==> src/rtl/if_fetch_pkg.sv <==
// Shared definitions for the instruction-fetch stage: instruction field bounds,
// default halt/NOP encodings and the fetch FSM state type.
package if_fetch_pkg;

  localparam int unsigned DEF_PC_W = 32;
  localparam int unsigned INST_W   = 32;
  localparam int unsigned OPC_MSB  = 0;
  localparam int unsigned OPC_LSB  = 5;
  localparam int unsigned OPC_W    = OPC_LSB - OPC_MSB + 1;

  localparam logic [0:OPC_W-1]  DEF_HALT_OP  = 6'b000001;
  localparam logic [0:INST_W-1] DEF_NOP_INST = 32'h0000_0000;

  typedef enum logic {
    StRun  = 1'b0,
    StHalt = 1'b1
  } fetch_state_e;

endpackage

==> src/rtl/if_pc_reg.sv <==
// Program counter with hold / branch-target / sequential-increment next-PC selection.
// Branch targets are 16 bits and zero-extended, clearing the upper PC bits.
module if_pc_reg
  import if_fetch_pkg::*;
#(
  parameter int unsigned      PC_W     = DEF_PC_W,
  parameter int unsigned      PC_INC   = 4,
  parameter logic [0:PC_W-1]  RESET_PC = '0
) (
  input  logic            clk,
  input  logic            reset,
  input  logic            load_tgt,
  input  logic            incr,
  input  logic [0:15]     tgt,
  output logic [0:PC_W-1] pc
);

  logic [0:PC_W-1] pc_d, pc_q;

  always_comb begin
    pc_d = pc_q;
    if (load_tgt) begin
      pc_d = PC_W'(tgt);
    end else if (incr) begin
      pc_d = pc_q + PC_W'(PC_INC);
    end
  end

  always_ff @(posedge clk or posedge reset) begin
    if (reset) begin
      pc_q <= RESET_PC;
    end else begin
      pc_q <= pc_d;
    end
  end

  assign pc = pc_q;

endmodule

==> src/rtl/if_fetch.sv <==
// Instruction-fetch stage: PC, IF/ID pipeline register and RUN/HALT fetch FSM.
// Define IF_FETCH_PERF_CNT_EN to add fetch and flush performance counters.
module if_fetch
  import if_fetch_pkg::*;
#(
  parameter int unsigned       PC_W     = DEF_PC_W,
  parameter int unsigned       PC_INC   = 4,
  parameter logic [0:PC_W-1]   RESET_PC = '0,
  parameter logic [0:OPC_W-1]  HALT_OP  = DEF_HALT_OP,
  parameter logic [0:INST_W-1] NOP_INST = DEF_NOP_INST
) (
  input  logic              clk,
  input  logic              reset,
  input  logic              stall,
  input  logic              ID_br_ctrl,
  input  logic [0:15]       ID_imm_addr,
  input  logic              imem_rdy,
  input  logic [0:INST_W-1] imem_data,
  output logic [0:PC_W-1]   imem_addr,
  output logic              imem_en,
  output logic [0:INST_W-1] IF_ID_inst,
  output logic [0:PC_W-1]   IF_ID_pc,
  output logic              IF_ID_valid,
  output logic              IF_halted
`ifdef IF_FETCH_PERF_CNT_EN
  ,
  output logic [0:31]       perf_fetch_cnt,
  output logic [0:31]       perf_flush_cnt
`endif
);

  fetch_state_e      state_q, state_d;
  logic [0:INST_W-1] inst_q, inst_d;
  logic [0:PC_W-1]   id_pc_q, id_pc_d;
  logic              valid_q, valid_d;
  logic [0:PC_W-1]   pc;
  logic              run, flush, fetch;

  // Stall dominates: decode operands are stale, so a branch under stall is ignored.
  assign run   = (state_q == StRun);
  assign flush = run && !stall && ID_br_ctrl;
  assign fetch = run && !stall && !ID_br_ctrl && imem_rdy;

  if_pc_reg #(
    .PC_W     (PC_W),
    .PC_INC   (PC_INC),
    .RESET_PC (RESET_PC)
  ) u_pc_reg (
    .clk      (clk),
    .reset    (reset),
    .load_tgt (flush),
    .incr     (fetch),
    .tgt      (ID_imm_addr),
    .pc       (pc)
  );

  always_comb begin
    state_d = state_q;
    inst_d  = inst_q;
    id_pc_d = id_pc_q;
    valid_d = valid_q;
    if (fetch && (imem_data[OPC_MSB:OPC_LSB] == HALT_OP)) begin
      state_d = StHalt;
    end
    if (!stall) begin
      if (fetch) begin
        inst_d  = imem_data;
        id_pc_d = pc;
        valid_d = 1'b1;
      end else begin
        // Flush, bubble and halted edges all inject a NOP.
        inst_d  = NOP_INST;
        valid_d = 1'b0;
      end
    end
  end

  always_ff @(posedge clk or posedge reset) begin
    if (reset) begin
      state_q <= StRun;
      inst_q  <= NOP_INST;
      id_pc_q <= '0;
      valid_q <= 1'b0;
    end else begin
      state_q <= state_d;
      inst_q  <= inst_d;
      id_pc_q <= id_pc_d;
      valid_q <= valid_d;
    end
  end

  assign imem_addr   = pc;
  assign imem_en     = run;
  assign IF_ID_inst  = inst_q;
  assign IF_ID_pc    = id_pc_q;
  assign IF_ID_valid = valid_q;
  assign IF_halted   = (state_q == StHalt);

`ifdef IF_FETCH_PERF_CNT_EN
  logic [0:31] fetch_cnt_q, flush_cnt_q;

  always_ff @(posedge clk or posedge reset) begin
    if (reset) begin
      fetch_cnt_q <= '0;
      flush_cnt_q <= '0;
    end else begin
      if (fetch) fetch_cnt_q <= fetch_cnt_q + 32'd1;
      if (flush) flush_cnt_q <= flush_cnt_q + 32'd1;
    end
  end

  assign perf_fetch_cnt = fetch_cnt_q;
  assign perf_flush_cnt = flush_cnt_q;
`endif

endmodule

==> config.mk <==
export PLATFORM = sky130hd
export DESIGN_NAME = if_fetch
export DESIGN_NICKNAME = d
export VERILOG_FILES = /design/src/rtl/if_fetch_pkg.sv /design/src/rtl/if_pc_reg.sv /design/src/rtl/if_fetch.sv
export SDC_FILE = /design/constraint.sdc
export NUM_CORES = 1
export LEC_CHECK = 0
export ABC_AREA = 1
export CAP_MARGIN = 40
export CORE_UTILIZATION = 40
export DETAILED_ROUTE_END_ITERATION = 8
export GPL_TIMING_DRIVEN = 0
export HOLD_SLACK_MARGIN = 0.05
export PLACE_DENSITY = 0.72
export RECOVER_POWER = 100
export SYNTH_ARGS = -nofsm -noshare
export SYNTH_HDL_FRONTEND = slang
export SYNTH_SLANG_ARGS = --single-unit
==> constraint.sdc <==
create_clock -name clk -period 3.1 [get_ports clk]
set_input_delay 0.31 -clock clk [delete_from_list [all_inputs] [get_ports clk]]
set_output_delay 0.31 -clock clk [all_outputs]
set_load 0.05 [all_outputs]
Word-level counts from Yosys, hierarchy flattened
Index checks and enable logic that the tools add are counted.
{"block": "classes", "add_sub_neg": 1, "mul": 0, "div": 0, "magnitude_cmp": 0, "n_eq_ne": 1, "n_shift": 0, "mux": 4, "bitwise_logic": 2, "reduce_logical": 9}
{"cell": "two-way mux 32 bit", "count": 3}
{"cell": "adder 32 x 3 -> 32 bit (second input constant)", "count": 1}
{"cell": "== test 6 x 1 -> 1 bit (second input constant)", "count": 1}
{"cell": "logical AND 1 bit", "count": 5}
{"cell": "logical NOT 1 bit", "count": 2}
{"cell": "inverter 1 bit", "count": 2}
{"cell": "AND reduction 2 bit", "count": 1}
{"cell": "nonzero test 2 bit", "count": 1}
{"cell": "two-way mux 1 bit", "count": 1}
{"block": "word_totals", "register_bits": 98, "latchBits": 0, "mem_bits_rw": 0, "romBits": 0, "in_bits": 53, "out_inout_bits": 99, "word_cells": 22, "memories": 0}

Depth between registers and ports, before layout
{"block": "depth", "ltp_word": 6, "ltp_mapped": 10, "ltp_nobuf": 9}

By module
A second synthesis with hierarchy kept.
{"block": "hier_totals", "cells_unflattened": 556, "hier_area_um2": 4485.6}
{"mod": "if_fetch", "instances": 1, "cells_per_inst": 290, "area_each_um2": 2552.4, "seq_area_each_um2": 1651.6}
{"mod": "if_pc_reg", "instances": 1, "cells_per_inst": 266, "area_each_um2": 1933.1, "seq_area_each_um2": 800.8}

Worst setup path after synthesis
Ideal clock, no wire load.
{"block": "synth_timing", "path_kind": "register to register", "from": "register u_pc_reg.pc_q (netlist bit u_pc_reg.pc[28])", "to": "register u_pc_reg.pc_q (netlist bit u_pc_reg.pc[11])", "setup_ns": 0.071, "arrival_time_ns": 1.725, "required_time_ns": 3.029, "setup_slack_ns": 1.304, "stages_incl_launch_ff": 10, "path_buffers": 0, "period_less_slack_ns": 1.796, "cell_sequence": "dfrtp_1 ha_1 nand2_1 nor2_2 nand2_1 nor2_1 nand2_1 o21ai_0 nand2_1 nor2_1"}
{"block": "synth_via", "elab_chain_len": 3}
{"element": "start: declaration", "line_no": "if_pc_reg.sv:18", "rtl": "logic [0:PC_W-1] pc_d, pc_q;"}
{"element": "start signal: assignment", "line_no": "if_pc_reg.sv:33", "rtl": "pc_q <= pc_d;"}
{"element": "adder 32 x 3 -> 32 bit", "line_no": "if_pc_reg.sv:25", "rtl": "pc_d = pc_q + PC_W'(PC_INC);"}
{"element": "two-way mux 32 bit", "line_no": "if_pc_reg.sv:24", "rtl": "end else if (incr) begin"}
{"element": "two-way mux 32 bit", "line_no": "if_pc_reg.sv:22", "rtl": "if (load_tgt) begin"}
Every way passes these cells. The select of a mux whose other input is x is not followed.
A chain may end at the register's enable or synchronous reset.

Final worst setup path
{"block": "layout_timing", "from": "register state_q (netlist: IF_halted)", "to": "register u_pc_reg.pc_q (netlist bit u_pc_reg.pc[7])"}
{"block": "layout_via", "elab_chain_len": 5, "elab_cells_between_ends": 7, "cone_classes": "mux: 1; bitwise: 1; reduce/logical: 5"}
{"element": "start: declaration", "line_no": "if_fetch.sv:32", "rtl": "fetch_state_e state_q, state_d;"}
{"element": "start signal: assignment", "line_no": "if_fetch.sv:80", "rtl": "state_q <= StRun;"}
{"element": "start signal: assignment", "line_no": "if_fetch.sv:85", "rtl": "state_q <= state_d;"}
{"element": "inverter 1 bit (*)", "line_no": "if_fetch.sv:40", "rtl": "assign run = (state_q == StRun);"}
{"element": "logical AND 1 bit (*)", "line_no": "if_fetch.sv:41, if_fetch.sv:42"}
{"element": "logical AND 1 bit (2 in series)", "line_no": "if_fetch.sv:42", "rtl": "assign fetch = run && !stall && !ID_br_ctrl && imem_rdy;"}
{"element": "nonzero test 2 bit (no source line)"}
Every way passes the cells marked *; elsewhere a longest branch is shown, timed or not.

==> results by group <==
Power and ir drop
  • Switching pwr: 0.725 mW
  • Pwr dens: between 400 and 500 nW/um2
  • Clk pwr share: 0.345
  • Register share of total power: 0.504
  • Sw Ratio: 0.271
  • Peak supply drop: 0.192 mV
  • Pint: ~2 mW
  • Comb pwr share: 0.151
  • P_leak: 3.30 nW

STA
  • Setup-failing EPs final: 0
  • Endpoints failing hold: 0
  • Crit path time final: roughly 2.4 ns
  • Slew margin rel.: -0.387
  • Worst Tran Pin Value: just over 2 ns
  • RSZ-0062 raised after global routing: no
  • Tcrit/Tclk final: 0.784
  • Setup TNS: 0 ns
  • Max Slew Vio Count: between 40 and 50
  • Clk_skew: between 0.006 and 0.007 ns
  • Fmax: 412 MHz

Global route
  • Number of global-route vias before repair: roughly 4200
  • Global router's overall resource usage: 0.235
  • Global-route wire length before repair: 21.1 mm
  • Largest net degree at the start of global routing: between 50 and 60
  • Antenna violations before repair: 0
  • Grt total ovfl: 0

Route
  • WL met3: around 940 um
  • Post-Route WL: approximately 13 mm
  • Antenna Nets Post-Route: 0
  • Vias after detailed routing: 4250
  • DRC: 0
  • Metal-1 WL: roughly 5.7 mm
  • Average routed wire per standard cell: 15.9 um
  • Initial drt markers: 267
  • Highest metal layer with signal wires: met4
  • Vias per cell: roughly 5.1
  • First-pass DRT Iterations: 5
  • Routed met2 length: 6.31 mm

Floorplan
  • Total core area: approximately 11000 um2
  • Initial core utilization: 0.413
  • Rows: 38
  • DIE WIDTH: 108 um
  • Die area: 11700 um2
  • Die Y: ~110 um
  • Boundary Pins: 152

CTS
  • Root buffer cell: clkbuf_8
  • Max Root-Sink Buffers: 2
  • H-tree levels: 3
  • CTS tree: built
  • TritonCTS buffer count: 9
  • CTS hold repair buffers: 0
  • Setup bufs post-CTS: 0
  • Skew-Pair Late Insertion Delay: 0.37 ns
  • CTS Sinks: 98
  • Post-cts sizing count: 0
  • Worst-path clk slew: 0.09 ns

Critical path
  • CP endpoint kind: flop
  • Kind of critical path: flop to flop
  • Reg2reg path depth: 8
  • Worst EP arrival: 2.70 ns
  • Critical path data required time: ~3.4 ns
  • Worst reg-to-reg setup slack: 0.67 ns
  • Worst Setup EP: u_pc_reg.pc[7]
  • Reg2reg start: IF_halted
  • Startpoint Class: flop
  • CP max FO: 9
  • CP Launch Point: IF_halted
  • Worst flop-to-flop path endpoint: u_pc_reg.pc[7]

Worst hold path
  • Hold WC Path Type: input pin to flop

Synth
  • Largest cells by area after synthesis: dfrtp_1 (55%), nand2_1 (12%), o21ai_0 (5.3%), inv_1 (5.2%), a22o_1 (5.1%)
  • EDFF count, synth: 0
  • Post-Syn Area: between 4000 and 5000 um2
  • Yosys cell types: 29
  • Top-area cell type share of the netlist area: 0.545
  • #FFs+latches synth: 98
  • Mean post-synth cell area: between 8 and 9 um2
  • Count leader, synth: nand2_1
  • Synth area leader: dfrtp_1
  • Asr flop ratio synth: 1.00
  • Warnings, synthesis: 0
  • List of most frequent post-synthesis cells: nand2_1 (149), dfrtp_1 (98), inv_1 (62), o21ai_0 (48), nor2_1 (43)
  • Mapped Cells: around 530
  • Seq/Total Area, Yosys: 0.545
  • Syn Nets: 580
  • Post-synth top flop: dfrtp_1

Final layout
  • Nets: about 740
  • Post-route insts no fill: 832
  • Layout cell share with drive strength beyond 1: 0.0332
  • Fillers: 1013
  • Ant diodes: 0
  • Synth-to-layout area growth: 41.1%

Place
  • Port Buffers: 150
  • Dpl hpwl: 9.81 mm
  • Routability congestion estimate: 0.890
  • Placed cells: 817

Run
  • Max_cap viols: 1

Outcome
  • Status: complete, but fails checks
  • Violated checks: capacitance limit, slew limit
[logic make-up after synthesis]
kind of cell | count (synthesis) | share of synthesized area
compound gates | 103 | 0.144
fa+ha+maj | 1 | 0.00278
buf+inv | 85 | 0.0762
flops | 98 | 0.545
simple gates | 239 | 0.232
[layout by cell type, fill, tap and decap left out]
cell,Yosys,layout
nor2_4,4,2
buf_2,12,3
a32o_1,1,1
o21a_1,1,1
nand3b_1,2,2
nor2_1,43,49
dfrtp_1,98,98
nand2_1,149,150
o211ai_1,6,6
buf_16,0,1
a31oi_1,1,1
a211oi_1,3,3
nand4_1,9,9
nor3_1,7,7
buf_6,1,1
clkdlybuf4s50_1,0,49
nor2_2,3,1
and2_1,1,1
a21oi_1,15,15
bufinv_16,0,2
inv_2,3,1
ha_1,1,1
o21ai_0,48,48
o22ai_1,2,2
clkinvlp_2,0,1
inv_1,62,63
a22o_1,26,26
clkbuf_8,0,11
clkbuf_1,6,18
nand3_1,17,18
dlygate4sd3_1,0,101
[critical path, stage by stage (launching register included)]
cell     delay (ns)
dfrtp_1        0.44
nor2_1         0.18
nand2_1        0.27
nor2_1         0.70
nand2_1        0.11
nor2_1         0.31
nand2_1        0.12
nor2_1         0.13
nor2_1         0.06
[final cells by class]
class | count | area (um2) | area share
Buffer | 20 | 86.3 | 0.0136
Multi-Input combinational cell | 343 | 1640 | 0.258
Inverter | 65 | 245 | 0.0387
Sequential cell | 98 | 2450 | 0.387
Clock inverter | 2 | 60.1 | 0.00947
Tap cell | 140 | 175 | 0.0276
Clock buffer | 13 | 159 | 0.0250
Timing Repair Buffer | 151 | 1530 | 0.241
[flip-flops by register name (all words and copies together) (netlist names)]
register,cells
IF_halted,1
u_pc_reg.pc,32
IF_ID_inst,32
IF_ID_valid,1
IF_ID_pc,32
[stage by stage]
step / setup WS (ns) / instance area, um2 / util / hold slack (ns) / power, mW
after global placement: -1.25 / 6170 / 0.567 / 0.462 / 1.79
after floorplan: 0.228 / 4500 / - / 0.420 / 1.61
after CTS: 0.992 / 6420 / 0.590 / 0.236 / 2.72
after global routing: 0.530 / 6340 / 0.583 / 0.217 / 2.79
after detailed placement: 1.09 / 6200 / 0.570 / 0.466 / 1.80
final: 0.670 / 6340 / 0.583 / 0.212 / 2.68
[layer usage]
metal | track usage | vias up
li1 | - | 2031
met1 | 0.306 | 2040
met2 | 0.394 | 164
met3 | 0.0428 | 15
met4 | 0.0812 | 0
met5 | 0 | -
[worst min-delay path by stage]
stage                         start         endpoint  slack, ns  cells after the start
detailed placement     IF_ID_pc[30]     IF_ID_pc[30]       0.47                      2
global route                  stall    IF_ID_inst[7]       0.22                      2
finish                        stall    IF_ID_inst[7]       0.21                      2
CTS                           stall    IF_ID_inst[7]       0.24                      2
global placement       IF_ID_pc[30]     IF_ID_pc[30]       0.46                      2
floorplan           ID_imm_addr[14]  u_pc_reg.pc[30]       0.42                      2
[power groups by stage]
stage / Combinational [mW] / Clock, mW / Sequential, mW
finish: 0.404 / 0.925 / 1.35
CTS: 0.426 / 0.943 / 1.35
global route: 0.437 / 0.992 / 1.36
floorplan: 0.110 / 0 / 1.50
global placement: 0.413 / 0 / 1.38
detailed placement: 0.424 / 0 / 1.38
Note: power is estimated with default switching activity, not from simulation.
==> RTL edit (config.mk and constraints unchanged) <==
The option `IF_FETCH_PERF_CNT_EN` is turned on by a define.
--- a/src/rtl/if_fetch.sv
+++ b/src/rtl/if_fetch.sv
@@ -1,4 +1,6 @@
 // Instruction-fetch stage: PC, IF/ID pipeline register and RUN/HALT fetch FSM.
 // Define IF_FETCH_PERF_CNT_EN to add fetch and flush performance counters.
+`define IF_FETCH_PERF_CNT_EN
+
 module if_fetch
   import if_fetch_pkg::*;
Formal check against the unedited RTL (old outputs only; new: perf_fetch_cnt and perf_flush_cnt): equivalent (equiv_simple and equiv_induct, registers matched by name and starting in step).
==> RTL edit against the original RTL <==
The flow still finishes with violations (capacitance limit, slew limit); final area up 71%; setup slack better by 0.060 ns; sequential cell count is 64 higher; area after synthesis increased by 74%; clock skew is 0.0041 ns higher; routed wire length up 80%; final cell count is 77% higher; sequential share of layout area shrank 1.3 points; die area increased by 73%; total power increased by 76%; critical path type unchanged.
==> RTL edit: results (changes against the original RTL) <==
status = finished, violations left
failing checks = capacitance limit, slew limit
Combinational Power = 0.000473 W (+17%)
worst clock skew = 0.0106 ns (+0.00414 ns)
Sw Ratio = 0.255 (-0.0154)
placed cell count = 1440 (+76%)
seq pwr = 0.00220 W (+63%)
RePlAce Congestion = 0.879 (-1.2%)
XOR/XNOR Fraction of Synth Area = 0.0458 (+0.0458)
H-tree depth = 4 (+1)
slowest CP cell = inv_1
clk slew on worst S/H paths = 0.06 ns (-0.03 ns)
met3 Use GR = 0.0707 (+0.0279)
Port Buffers = 214 (+43%)
Starting DRT DRC Count = 567 (+110%)
GRT met2 Usage = 0.419 (+0.0257)
GRT Overall Usage = 0.243 (+0.00785)
Max-Cap Viols = 1 (unchanged)
Final Net Count = 1255 (+69%)
CP max FO = 8 (-1)
slowest stage delay, CP = 0.43 ns (-0.27 ns)
placed inst area = 10400 um2 (+68%)
final-report max-slew violation count = 31 (-31%)
register area share after synthesis = 0.516 (-0.0287)
syn_area_per_cell = 8.16 um2 (-4.6%)
r2r endpoint = perf_fetch_cnt[11]
worst skew pair latency = 0.43 ns (+0.06 ns)
Synth top cells by count = 292 x nand2_1, 162 x dfrtp_1, 117 x inv_1, 99 x nor2_1, 49 x o21ai_0
share of layout cells above drive strength 1 = 0.0405 (+0.00726)
crit path DAT = 2.68 ns (-0.02 ns)
Clk power = 0.00204 W (+120%)
Adder-Cell Fraction of Synth Area = 0.00478 (+0.00200)
Synth area leaders = dfrtp_1 52%, nand2_1 14%, inv_1 5.6%
Synth cell types = 36 (+24%)
## RTL edit: cell types whose count changed after synthesis, moves of 10 or more
cell     delta
dfrtp_1    +64
inv_1      +55
nand2_1   +143
nand3_1    +29
nand4_1    +10
nor2_1     +56
xnor2_1    +24
xor2_1     +17
## RTL edit: layer usage
| metal | up-vias | share of wire |
|---|---|---|
| met5 | - | 0.00038 |
| met4 | 2 | 0.021 |
| met3 | 39 | 0.070 |
| met2 | 268 | 0.48 |
| met1 | 3443 | 0.43 |
| li1 | 3534 | - |
## RTL edit: kinds of logic after synthesis
kind of cell	count (synthesis)
AOI/OAI and AO/OA	112
xor gates and xnor gates	41
adders and majority gates	3
buffers and inverters	146
DFF	162
and+or+nand+nor	498
## RTL edit: layout make-up
class                      instances  area [um2]
buffer                            23         106
clock buffer                      21         450
clock inverter                     9         110
fill                            1786        8100
inverter                         123         463
multi-input combinational        654        3140
sequential                       162        4050
tap                              260         325
timing repair buffer             218        2210
